File: src/rtl/branch_resolve_ctrl.sv
// Purpose: sequences the shared branch comparator, checks its result against the fetch prediction, and on a mispredict issues a redirect plus a timed flush.
// Latency: accept edge -> 1 CMP cycle -> resolve pulse. A mispredict then holds flush for FLUSH_CYCLES cycles, starting in the redirect cycle.
// Backpressure: req_ready is high only in IDLE. A request presented while busy is ignored and must be held by the requester.
module branch_resolve_ctrl #(
  parameter int XLEN         = 32,
  parameter int FLUSH_CYCLES = 2,
  parameter int CNT_W        = 16
) (
  input  logic             clk,
  input  logic             rst,
  input  logic             req_valid,
  output logic             req_ready,
  input  logic [XLEN-1:0]  req_rs1,
  input  logic [XLEN-1:0]  req_rs2,
  input  logic [2:0]       req_funct3,
  input  logic             req_jump,
  input  logic             req_brun,
  input  logic             req_pred_taken,
  input  logic [XLEN-1:0]  req_pc,
  input  logic [XLEN-1:0]  req_target,
  output logic [XLEN-1:0]  cmp_a,
  output logic [XLEN-1:0]  cmp_b,
  output logic [2:0]       cmp_funct3,
  output logic             cmp_jump,
  output logic             cmp_brun,
  input  logic             cmp_taken,
  output logic             resolve_valid,
  output logic             resolve_taken,
  output logic             resolve_mispredict,
  output logic             redirect_valid,
  output logic [XLEN-1:0]  redirect_pc,
  output logic             flush,
  output logic [CNT_W-1:0] branch_count,
  output logic [CNT_W-1:0] mispredict_count
);

  typedef enum logic [1:0] {S_IDLE, S_CMP, S_REDIR, S_FLUSH} state_t;

  // The FLUSH state covers the flush cycles that remain after REDIR.
  localparam int FC_W = $clog2(FLUSH_CYCLES + 1);
  localparam logic [FC_W-1:0] FC_LOAD = FC_W'((FLUSH_CYCLES > 1) ? (FLUSH_CYCLES - 2) : 0);

  state_t          state, state_nxt;
  logic [FC_W-1:0] flush_cnt;
  logic [XLEN-1:0] pc_q, target_q;
  logic            pred_q;
  logic            accept;
  logic            mispredict;

  assign accept     = req_valid && (state == S_IDLE);
  assign mispredict = cmp_taken ^ pred_q;

  // State register and flush down-counter.
  always_ff @(posedge clk or posedge rst) begin
    if (rst) begin
      state     <= S_IDLE;
      flush_cnt <= '0;
    end else begin
      state <= state_nxt;
      if (state == S_REDIR)
        flush_cnt <= FC_LOAD;
      else if (state == S_FLUSH && flush_cnt != '0)
        flush_cnt <= flush_cnt - FC_W'(1);
    end
  end

  // Next-state logic and state-decoded handshake/flush outputs.
  always_comb begin
    state_nxt      = state;
    req_ready      = 1'b0;
    redirect_valid = 1'b0;
    flush          = 1'b0;
    case (state)
      S_IDLE: begin
        req_ready = 1'b1;
        if (req_valid)
          state_nxt = S_CMP;
      end
      S_CMP: begin
        state_nxt = mispredict ? S_REDIR : S_IDLE;
      end
      S_REDIR: begin
        redirect_valid = 1'b1;
        flush          = 1'b1;
        state_nxt      = (FLUSH_CYCLES > 1) ? S_FLUSH : S_IDLE;
      end
      S_FLUSH: begin
        flush = 1'b1;
        if (flush_cnt == '0)
          state_nxt = S_IDLE;
      end
      default: state_nxt = S_IDLE;
    endcase
  end

  // Capture the operands and the prediction context on accept. Both hold until the next accept.
  always_ff @(posedge clk or posedge rst) begin
    if (rst) begin
      cmp_a      <= '0;
      cmp_b      <= '0;
      cmp_funct3 <= '0;
      cmp_jump   <= 1'b0;
      cmp_brun   <= 1'b0;
      pc_q       <= '0;
      target_q   <= '0;
      pred_q     <= 1'b0;
    end else if (accept) begin
      cmp_a      <= req_rs1;
      cmp_b      <= req_rs2;
      cmp_funct3 <= req_funct3;
      cmp_jump   <= req_jump;
      cmp_brun   <= req_brun;
      pc_q       <= req_pc;
      target_q   <= req_target;
      pred_q     <= req_pred_taken;
    end
  end

  // Sample the comparator at the end of CMP: resolve pulse, redirect PC and counters.
  always_ff @(posedge clk or posedge rst) begin
    if (rst) begin
      resolve_valid      <= 1'b0;
      resolve_taken      <= 1'b0;
      resolve_mispredict <= 1'b0;
      redirect_pc        <= '0;
      branch_count       <= '0;
      mispredict_count   <= '0;
    end else begin
      resolve_valid      <= (state == S_CMP);
      resolve_taken      <= (state == S_CMP) && cmp_taken;
      resolve_mispredict <= (state == S_CMP) && mispredict;
      if (state == S_CMP) begin
        if (mispredict)
          redirect_pc <= cmp_taken ? target_q : (pc_q + XLEN'(4));
        if (branch_count != '1)
          branch_count <= branch_count + CNT_W'(1);
        if (mispredict && mispredict_count != '1)
          mispredict_count <= mispredict_count + CNT_W'(1);
      end
    end
  end

endmodule

File: config.mk
export PLATFORM = sky130hd
export DESIGN_NAME = branch_resolve_ctrl
export DESIGN_NICKNAME = d
export VERILOG_FILES = /design/src/rtl/branch_resolve_ctrl.sv
export SDC_FILE = /design/constraint.sdc
export NUM_CORES = 1
export LEC_CHECK = 0
export CAP_MARGIN = 5
export CORE_MARGIN = 1.5
export CORE_UTILIZATION = 35
export CTS_CLUSTER_DIAMETER = 80
export DETAILED_ROUTE_END_ITERATION = 10
export PLACE_DENSITY_LB_ADDON = 0.15
export SLEW_MARGIN = 20
export SYNTH_ARGS = -nofsm -noshare
export SYNTH_HDL_FRONTEND = slang
export SYNTH_SLANG_ARGS = --single-unit
File: constraint.sdc
create_clock -name clk -period 9.2 [get_ports clk]
set_input_delay 1.84 -clock clk [delete_from_list [all_inputs] [get_ports clk]]
set_output_delay 1.84 -clock clk [all_outputs]
set_load 0.02 [all_outputs]
==> impl.org, run 1 <==
** Place
- Summed over all nets, the half-perimeter wirelength after detailed placement is 16230 um.
- Input and output buffers added on the ports amount to 276.
- Counting tap cells, the placed design contains a total of 1249 instances.
- Post-placement cell area :: 0.01173 mm^2
- At the placement stage, the worst setup path has a slack of 4417 ps.
- Weighted congestion reported at the end of routability-driven placement :: 0.7406

** Pwr
- The worst-case IR drop observed on VDD is 233.6 uV.
- Leakage Power :: approximately 5.2 nW
- Summing internal, switching and leakage power gives 4.477 mW.
- Power per unit of standard cell area :: roughly 350 mW/mm^2

** Die
- Overall die area :: 0.02567 mm^2
- The floorplan has 57 rows.
- 277 I/O pins were placed.
- In this run the vertical extent of the chip is roughly 160 um.
- The region available for standard cell placement spans 0.02432 mm^2.
- DIE WIDTH :: ~160 um
- Starting density of the core :: 35.57%

** Final layout
- Layout overhead on the synthesized area :: 46.30%
- Cell Count, Final, Fillers Out :: 1293
- Fill cells :: 2138
- Final core utilization :: 52.03%
- Final cell area excluding filler cells :: around 0.013 mm^2
- In the final layout, the multi-input gates occupy around 0.0034 mm^2.
- Area taken by flip-flops and latches :: between 0.005 and 0.006 mm^2
- Cells with a size suffix above 1 make up 20.12% of the layout.
- Layout net count :: between 1000 and 1500
- Number of antenna cells inserted :: 0

** Routing
- Dividing the detail-routed via count by the number of cells gives 4.815.
- Iteration-0 DRC count of the detailed router :: 270
- After detailed routing, the average wire length per cell comes to 17.53 um.
- Number of detailed-route iterations in the first pass :: 5
- After detailed routing, the number of remaining DRC violations is 0.
- The detail route stage leaves a number of antenna-violating nets equal to 0.
- Total via count in the routed design :: 6226
- Summed over all layers, the routed wires come to 22660 um.

** Clock tree
- Post-CTS Setup Bufs :: 0
- Clock buffer count from CTS :: 24
- Worst skew pair latency :: approximately 520 ps
- No sink is reached through more buffers than the 3 on the longest clock path.
- Once the clock tree was built, the resizer swapped 0 gates to a different size.
- In this run the clock root is driven by a clkbuf_16.
- Clock tree from TritonCTS :: done
- Clock edge transition at the registers on the reported setup and hold paths :: approximately 60 ps
- After clock tree synthesis, the flow added hold-fix buffers numbering 0.
- Number of clock sinks seen by CTS :: 205
- Depth of the CTS H-tree :: 1

** Synth
- Yosys mapped the design onto 50 distinct sky130hd cell types.
- The Yosys step of the flow raised 0 warnings.
- Counting flops and latches in the post-synthesis netlist gives 205.
- dfrtp_1 takes more of the synthesized area than any other cell.
- Most numerous cell types in the synthesized netlist :: dfrtp_1, mux2_2, nand2_1
- Avg Inst Size Synth :: between 10 and 15 um^2
- Proportion of synthesized flip-flops having asynchronous set or reset :: 100.0%
- Cell count after synthesis :: around 670
- Number of enable-type register cells in the synthesized netlist :: 0
- Post-synth design cell area :: 0.008650 mm^2
- For this run, the register share of the synthesized area comes to 59.31%.
- Portion of synthesized cell area occupied by the leading cell type :: 59.31%
- Largest cells by area after synthesis :: dfrtp_1, mux2_2, xnor2_1, xor2_1, nand2_1
- Net count after synthesis :: 815
- For this run, the leading register cell type out of synthesis is dfrtp_1.
- Cell with the most instances after synthesis :: dfrtp_1

** Global route
- GR met2 Demand/Resource :: between 20% and 30%
- Total routing usage reported by global routing :: between 15 and 20%
- The total overflow left after global routing is 0.
- The first global-routing pass estimated between 30000 and 40000 um of wire.
- Grt met1 use :: 22.09%
- met2 is the most crowded layer.
- The initial antenna violation count was 0.
- Maximum number of pins on one net before global-route repair :: around 130
- Met3 global-route usage :: 7.351%
- The via count of the first global-routing pass was 6451.

** Timing
- Based on the critical path, the design can be clocked at up to between 200 and 250 MHz.
- Worst hold slack across all endpoints :: just under 500 ps
- Setup violations remaining at the end of the flow were counted as 0.
- Across all setup checks in the final design, the least slack found is 4990 ps.
- After layout, the minimum clock period comes to 4210 ps.
- Clock skew on the completed layout was measured at 10.53 ps.
- In the final timing run, aggregate negative setup slack is 0 ps.
- Setup repair after global routing missed its margin :: no
- Slew Viols, Final :: 0
- Final Hold Fails :: 0
- Slew of the pin with the lowest slew margin :: 921.4 ps
- The worst pin sits at a relative slew slack of about 39%.
- The worst path uses 45.76% of the clock period.

** Worst setup path
- Worst Path Max Fanout :: 44
- Across all register-to-register paths, the minimum setup slack is approximately 6000 ps.
- Worst path arrival time :: 4640 ps
- The worst setup path is captured at a flop.
- STA classifies the critical path startpoint as an input port.
- FF-to-FF path depth :: 6
- Startpoint-to-endpoint class of the critical path :: input port to flop
- The endpoint identified for the worst register-to-register timing path is redirect_pc[16]$_DFFE_PP0P_.
- Required time of the critical path :: 9630 ps

** Min path
- Number of stages on the worst hold path :: 2
- The path with the worst hold slack has its endpoint at redirect_pc[8]$_DFFE_PP0P_.
- Min-Delay Startpoint :: redirect_pc[8]$_DFFE_PP0P_
- Worst hold path class :: flop to flop

** Job
- Across the run, the number of max-cap violations was 0.

** Status
- The run finished with clean final reports.
power breakdown:
group | leakage [nW] | internal, mW | switching (mW) | total (mW)
registers | 2.47 | 1.31 | 0.315 | 1.63
logic | 2.31 | 0.937 | 0.846 | 1.78
clock network | 0.440 | 0.687 | 0.376 | 1.06
layout make-up:
type	count	share of cell area [%]
inverter	9	0.3263
timing repair buffer	280	22.19
tap	324	3.203
sequential	205	40.54
multi-input combinational	432	26.67
clock buffer	33	5.408
clock inverter	10	1.671
worst max-delay path, cell delays in order:
cell	delay (ps)
buf_2	580
xor2_1	270
nand2_2	520
inv_2	600
nand2_1	510
o211ai_1	310
sequential cells by signal, indices dropped and copies added, names as in the netlist, 2 cells and up, named ones only:
name and cells:
target_q 32, mispredict_count 16, branch_count 16, pc_q 32
redirect_pc 32, cmp_funct3 3, cmp_b 32, flush_cnt 2
cmp_a 32
worst max path at each step:
stage | startpoint | to | slack, ps | depth (start not counted)
floorplan | rst | async pin | 1760 | 1
global placement | cmp_taken | redirect_pc[13]$_DFFE_PP0P_ | 4480 | 6
detailed placement | cmp_taken | redirect_pc[11]$_DFFE_PP0P_ | 4420 | 6
CTS | cmp_taken | redirect_pc[11]$_DFFE_PP0P_ | 4980 | 6
global route | cmp_taken | redirect_pc[30]$_DFFE_PP0P_ | 4690 | 6
finish | cmp_taken | redirect_pc[16]$_DFFE_PP0P_ | 4990 | 6
layout by cell type (no fill, tap or decap), drive strengths merged, types with 4 or more instances in the layout:
cell             n
xor2            24
a21oi           27
inv              9
nor3             8
clkdlybuf4s50  275
buf              5
bufinv           6
clkbuf          33
dfrtp          205
nand4           19
xnor2           28
nand3           18
o21ai           27
and3            15
ha               4
mux2           136
and4             5
mux2i            6
nand2           43
nor2            32
o22ai           10
clkinv           4
kinds of logic after synthesis:
group           share of synthesized area (%)
compound gates                          4.831
xor+xnor                                5.265
fa+ha+maj                              0.5786
buf+inv                                 1.794
flops                                   59.31
mux                                     18.40
simple gates                            9.822
routing by layer:
metal  up-vias  routed length (um)
met5         -                   0
met2       221               10580
met3        30                2227
li1       2949                   -
met1      3026                9452
met4         0                 409
Power figures use the tool's default switching activity.
==> run 2: changes to the inputs <==
- clock period: 9.2 -> 4.24 ns (I/O delays scaled with it)
==> run 2 against run 1 <==
Effect of this change: clock power up 92%; via count rose by 0.74%; final area barely moved; cell count increased by 0.46%; routed wire length is 1.8% lower; die area unchanged; largest cell class unchanged.
==> impl.org, run 2 (synthesized netlist as in run 1, its figures left out) <==
** Global route
- Global routing consumed, over all layers together, 17.56% of the routing resources.
- The via count of the first global-routing pass was around 6400.
- The initial antenna violation count was 0.
- Entering global routing, the biggest net connects 89 pins.
- Summed over all layers, the global routing overflow is 0.
- The first global-routing pass estimated 36170 um of wire.

** Die
- Core box area :: 0.02432 mm^2
- The die is 160.2 um tall.
- DIE WIDTH :: around 160 um
- In this run the count of I/O pins placed on the die edge is 277.
- Overall die area :: 0.02567 mm^2
- The floorplan has 57 rows.
- Starting density of the core :: 35.57%

** Timing
- Setup repair after global routing missed its margin :: no
- Slew HR :: 47.07%
- Across the routed clock network, the largest skew measured is 15.75 ps.
- Final Cycle Share :: 61.99%
- Setup slack on the critical path of the routed design comes to 1612 ps.
- Counting I/O delays and the setup requirement, the final critical path takes around 2600 ps.
- Sum of negative setup slack :: 0 ps
- Slew Viols, Final :: 0
- At the pin with the least slew margin, the transition time is 782.9 ps.
- The final count of hold timing violations came to 0.
- Timing-limited maximum frequency :: 380.5 MHz
- Number of setup violations in the final report :: 0

** Final layout
- Area taken by flip-flops and latches :: between 0.005 and 0.006 mm^2
- Most common cell after layout, fill and taps aside :: clkdlybuf4s50_1
- From synthesis to final layout, the design area changed by 46.23%.
- Summing all multi-input logic gate instances after layout gives 0.003374 mm^2.
- Highest-count cells in the layout ignoring fill and taps :: clkdlybuf4s50_1, dfrtp_1, mux2_2
- The net count of the finished layout is between 1000 and 1500.
- After filler insertion, the fill cell instance count of the layout stands at 2174.
- Final core utilization :: 52.01%
- Fraction of final layout cells with drive strength greater than 1 :: slightly above 20%
- Final cell area excluding filler cells :: 0.01265 mm^2
- For this run, the number of standard cells in the final layout without fillers is 1299.

** Worst setup path
- FF-to-FF path depth :: 6
- Worst path arrival time :: 1780 ps
- Startpoint-to-endpoint class of the critical path :: flop to output port
- The worst register-to-register path ends at redirect_pc[24]$_DFFE_PP0P_.
- Required time of the critical path :: 3390 ps
- Critical path launch point type :: flop
- Of all nets on the critical path, the largest fanout is 7.
- The worst setup path is captured at an output port.
- The setup check on the worst reg-to-reg path leaves a slack of 1760 ps.

** Clock tree
- Post-CTS repair changed the size of 0 cells.
- Number of clock sinks seen by CTS :: 205
- In this run the number of H-tree levels came out at 1.
- Clock buffer count from CTS :: 24
- No sink is reached through more buffers than the 3 on the longest clock path.
- Buffers added to address setup during post-CTS repair amount to 0.
- Number of buffers inserted for hold repair after clock tree synthesis :: 0
- Buffer type at the clock tree root :: clkbuf_16
- Clock tree from TritonCTS :: done
- Clock-pin slew was measured on the worst setup and hold paths at 60 ps.
- Worst skew pair latency :: roughly 500 ps

** Routing
- Total via count in the routed design :: 6272
- Detailed Route WL :: 22260 um
- The first detailed-routing pass took 4 iterations.
- Iteration-0 DRC count of the detailed router :: 287
- In the final routed layout, each cell accounts on average for 17.14 um.
- In this run the remaining antenna-violating nets after routing total 0.
- DR vias/cell :: 4.828
- DRC viols :: 0

** Job
- Max-cap viol count :: 0

** Pwr
- Dividing total power by cell area gives a power density of around 750 mW/mm^2.
- VDD sags by at most 391.3 uV.
- Leakage Power :: roughly 5.2 nW

** Min path
- Worst hold endpoint :: redirect_pc[19]$_DFFE_PP0P_
- In this run the worst hold path is classified as flop to flop.
- Counting instances, the worst hold path has a depth of 2.
- Min-Delay Startpoint :: redirect_pc[19]$_DFFE_PP0P_

** Place
- Input and output buffers added on the ports amount to 276.
- Routability-driven placement finished with a final weighted congestion of 0.8090.
- Post-placement cell area :: about 0.012 mm^2
- After legalization and detailed placement, the total HPWL measured 15770 um.
- Placed Cells incl. Taps :: ~1300
- Prior to clock tree synthesis, the placed netlist has a worst setup slack of 1511 ps.

** Status
- The flow ran to the end, and the final reports show no timing, DRC or antenna violations.
## run 2: cell types whose count changed in the layout (fill, tap and decap cells not counted), sizes merged
cell,change
clkinvlp,+1
clkbuf,+4
inv,-1
bufinv,-5
buf,+5
diode,+1
clkinv,+1
## run 2: final cells by class
| type | count | area share [%] |
|---|---|---|
| Tap cell | 324 | 3.205 |
| Sequential cell | 205 | 40.56 |
| Inverter | 9 | 0.2968 |
| Antenna cell | 1 | 0.01978 |
| Timing Repair Buffer | 285 | 23.03 |
| Clock inverter | 6 | 0.4353 |
| Multi-Input combinational cell | 432 | 26.68 |
| Clock buffer | 37 | 5.777 |
## run 2: worst max-delay path, stage by stage, from the launching register on
cell and delay, ps:
dfrtp_1 490, nor2b_1 170, clkdlybuf4s50_1 600
## run 2: report_power, final
part | total, mW | switching, mW | internal [mW]
Combinational | 3.91 | 1.85 | 2.06
Sequential | 3.49 | 0.637 | 2.85
Clock | 2.04 | 0.800 | 1.24
## run 2: how the worst max path moves through the flow
stage | to | slack, ps
finish | redirect_valid | 1610
CTS | redirect_valid | 1590
detailed placement | cmp_b[31]$_DFFE_PP0P_ | 1510
global route | redirect_valid | 1530
global placement | cmp_a[11]$_DFFE_PP0P_ | 1510
floorplan | async pin | 730
## run 2: metal layers
layer	GRT usage (%)	up-vias	part of all wire, %
li1	-	2959	-
met1	23.68	3082	44
met2	27.41	202	45
met3	5.532	29	8.4
met4	4.460	0	2.1
met5	0	-	0
## run 2: metrics by stage
step	hold WS [ps]	total power, mW
floorplan	449.8	5.664
global placement	460.7	7.410
detailed placement	474.7	7.475
CTS	485.0	9.574
global route	506.6	10.02
finish	478.9	9.442
==> run 3: changes to the inputs <==
- clock period: 4.24 -> 2.8 ns (I/O delays scaled with it)
==> run 3 against run 2 <==
Effect of this change: register-to-register slack lost 1100 ps; total power is 52% higher; core utilization is 0.057 points higher; sequential power is 52% higher; worst setup slack got worse by 1100 ps; non-clock buffer count rose by 6; via count shrank 1.6%; cell count rose by 0.23%; critical path depth unchanged; global-route usage barely moved; combinational power up 53%; highest routed layer unchanged.
==> impl.org, run 3 (synthesized netlist as in run 1, its figures left out) <==
** Timing
- Clock skew after layout :: 17.34 ps
- Setup repair after global routing missed its margin :: no
- At the pin with the least slew margin, the transition time is 737.3 ps.
- Setup violations remaining at the end of the flow were counted as 0.
- Tmin final :: 2333 ps
- Timing-limited maximum frequency :: about 430 MHz
- Slew Viols, Final :: 0
- In the final timing run, aggregate negative setup slack is 0 ps.
- In this run the tightest slew margin relative to its limit is 50.16%.
- The final count of hold timing violations was 0.
- Final Cycle Share :: between 80 and 90%

** Global route
- GR met2 Demand/Resource :: 26.90%
- Met3 global-route usage :: between 5 and 6%
- The first global-routing pass estimated between 30000 and 40000 um of wire.
- Busiest grt layer :: met2
- For this run the aggregate overflow at the end of global routing stands at 0.
- Global routing consumed, on the met1 layer, about a quarter of the routing resources.
- For this run, the total global-route usage over all layers was measured as 17.55%.
- Maximum number of pins on one net before global-route repair :: 76
- Via count of the first global-routing pass :: between 6000 and 7000
- The initial antenna violation count was 0.

** Clock tree
- CTS built an H-tree with a depth of 1.
- Clock buffer depth :: 3
- Clock tree from TritonCTS :: done
- Once the clock tree was built, the setup fixing pass inserted 0 buffers.
- The tree is rooted in a clkbuf_16.
- The later pin in the worst-skew pair is clocked with a latency of 520 ps.
- The number of clock buffers added by TritonCTS is 25.
- Number of clock sinks seen by CTS :: 205
- After clock tree synthesis, the clock-pin slew on the worst setup and hold paths is 50 ps.
- Gates resized during post-CTS repair numbered 0.
- Number of buffers inserted for hold repair after clock tree synthesis :: 0

** Final layout
- Final core utilization :: 52.07%
- Fraction of final layout cells with drive strength greater than 1 :: between 20% and 30%
- From synthesis to final layout, the design area changed by 46.39%.
- The top cell types in the final layout, fill and taps aside, are clkdlybuf4s50_1, dfrtp_1, mux2_2.
- The number of antenna diodes in the final layout is 0.
- Layout net count :: 1106
- Leaving out fill and tap cells, the most frequent cell in the layout is clkdlybuf4s50_1.

** Die
- Starting density of the core :: a little over a third
- Overall die area :: 0.02567 mm^2
- DIE WIDTH :: 160.2 um
- Core box area :: 0.02432 mm^2
- I/O pin count :: 277
- The die is 160.2 um tall.
- Placement row count :: 57

** Worst setup path
- STA classifies the critical path endpoint as an output port.
- FF-to-FF path depth :: 6
- The worst register-to-register path begins at pc_q[2]$_DFFE_PP0P_.
- The worst setup path is of the flop to output port kind.
- Required time of the critical path :: ~2200 ps
- STA puts the critical path data arrival time at between 1500 and 2000 ps.
- Critical path launch point type :: flop
- Terminus of the critical flop-to-flop path :: redirect_pc[18]$_DFFE_PP0P_
- Worst Path Max Fanout :: 7
- For flop-to-flop paths, the worst setup slack is between 600 and 700 ps.

** Min path
- Worst hold path class :: input port to async pin

** Routing
- DRC viols :: 0
- The routed layout has 6172 vias.
- In this run, the number of DRC markers left after iteration 0 of detailed routing was ~270.
- DR vias/cell :: 4.740
- Dividing the detail-routed wire length by the instance count gives ~17 um.
- Wires add up to around 22000 um.
- Before antenna repair, the detailed router went through 5 iterations.
- Remaining number of nets flagged by the antenna check after routing :: 0

** Pwr
- Leakage Power :: 5.226 nW
- Across the VDD grid, the largest voltage drop is about 600 uV.
- Power spread over the standard cell area amounts to 1131 mW/mm^2.

** Place
- The HPWL after detailed placement is 15860 um.
- PortBufs :: ~280
- Weighted congestion reported at the end of routability-driven placement :: 0.7899

** Job
- Max-cap viol count :: 0

** Status
- Run status :: finished, final reports clean
[run 3: layout make-up]
cell class | instances | area, um^2
flip-flops and latches | 205 | 5130
fillers | 2182 | 11660
repair buffers | 291 | 2945
clock buffers | 37 | 720.7
inverters | 9 | 37.54
well taps | 324 | 405.4
clock inverters | 4 | 48.80
multi-input cells | 432 | 3374
[run 3: through the flow]
stage	hold WS (ps)	total power, mW	setup WS [ps]	instances	instance area (um^2)
after floorplan	449.8	8.576	-418.3	673	8653
after global placement	460.2	11.29	491.5	1261	11890
after detailed placement	471.9	11.37	492.3	1261	11890
after CTS	387.2	14.53	430.7	1302	12660
after global routing	412.9	15.21	352.5	1302	12660
final	396.7	14.32	467.0	1302	12660
[run 3: worst max-delay path by stage]
stage | end | cells past startpoint
floorplan | async pin | 1
finish | redirect_valid | 2
global placement | cmp_a[2]$_DFFE_PP0P_ | 6
CTS | redirect_valid | 2
global route | redirect_valid | 2
detailed placement | cmp_a[1]$_DFFE_PP0P_ | 6
[run 3: power by group]
part           internal (mW)  switching [mW]
Combinational           3.17            2.80
Clock                   1.85            1.22
Sequential              4.32           0.967
Total                   9.34            4.98
[run 3: routing by layer]
metal	part of all wire [%]	wire, um
met5	0	0
met4	1.9	422
met3	7.6	1683
met2	45	9967
met1	46	10150
[run 3: critical path, stage by stage, from the launching register on]
cell	delay (ps)
dfrtp_1	480
nor2b_1	160
clkdlybuf4s50_1	600
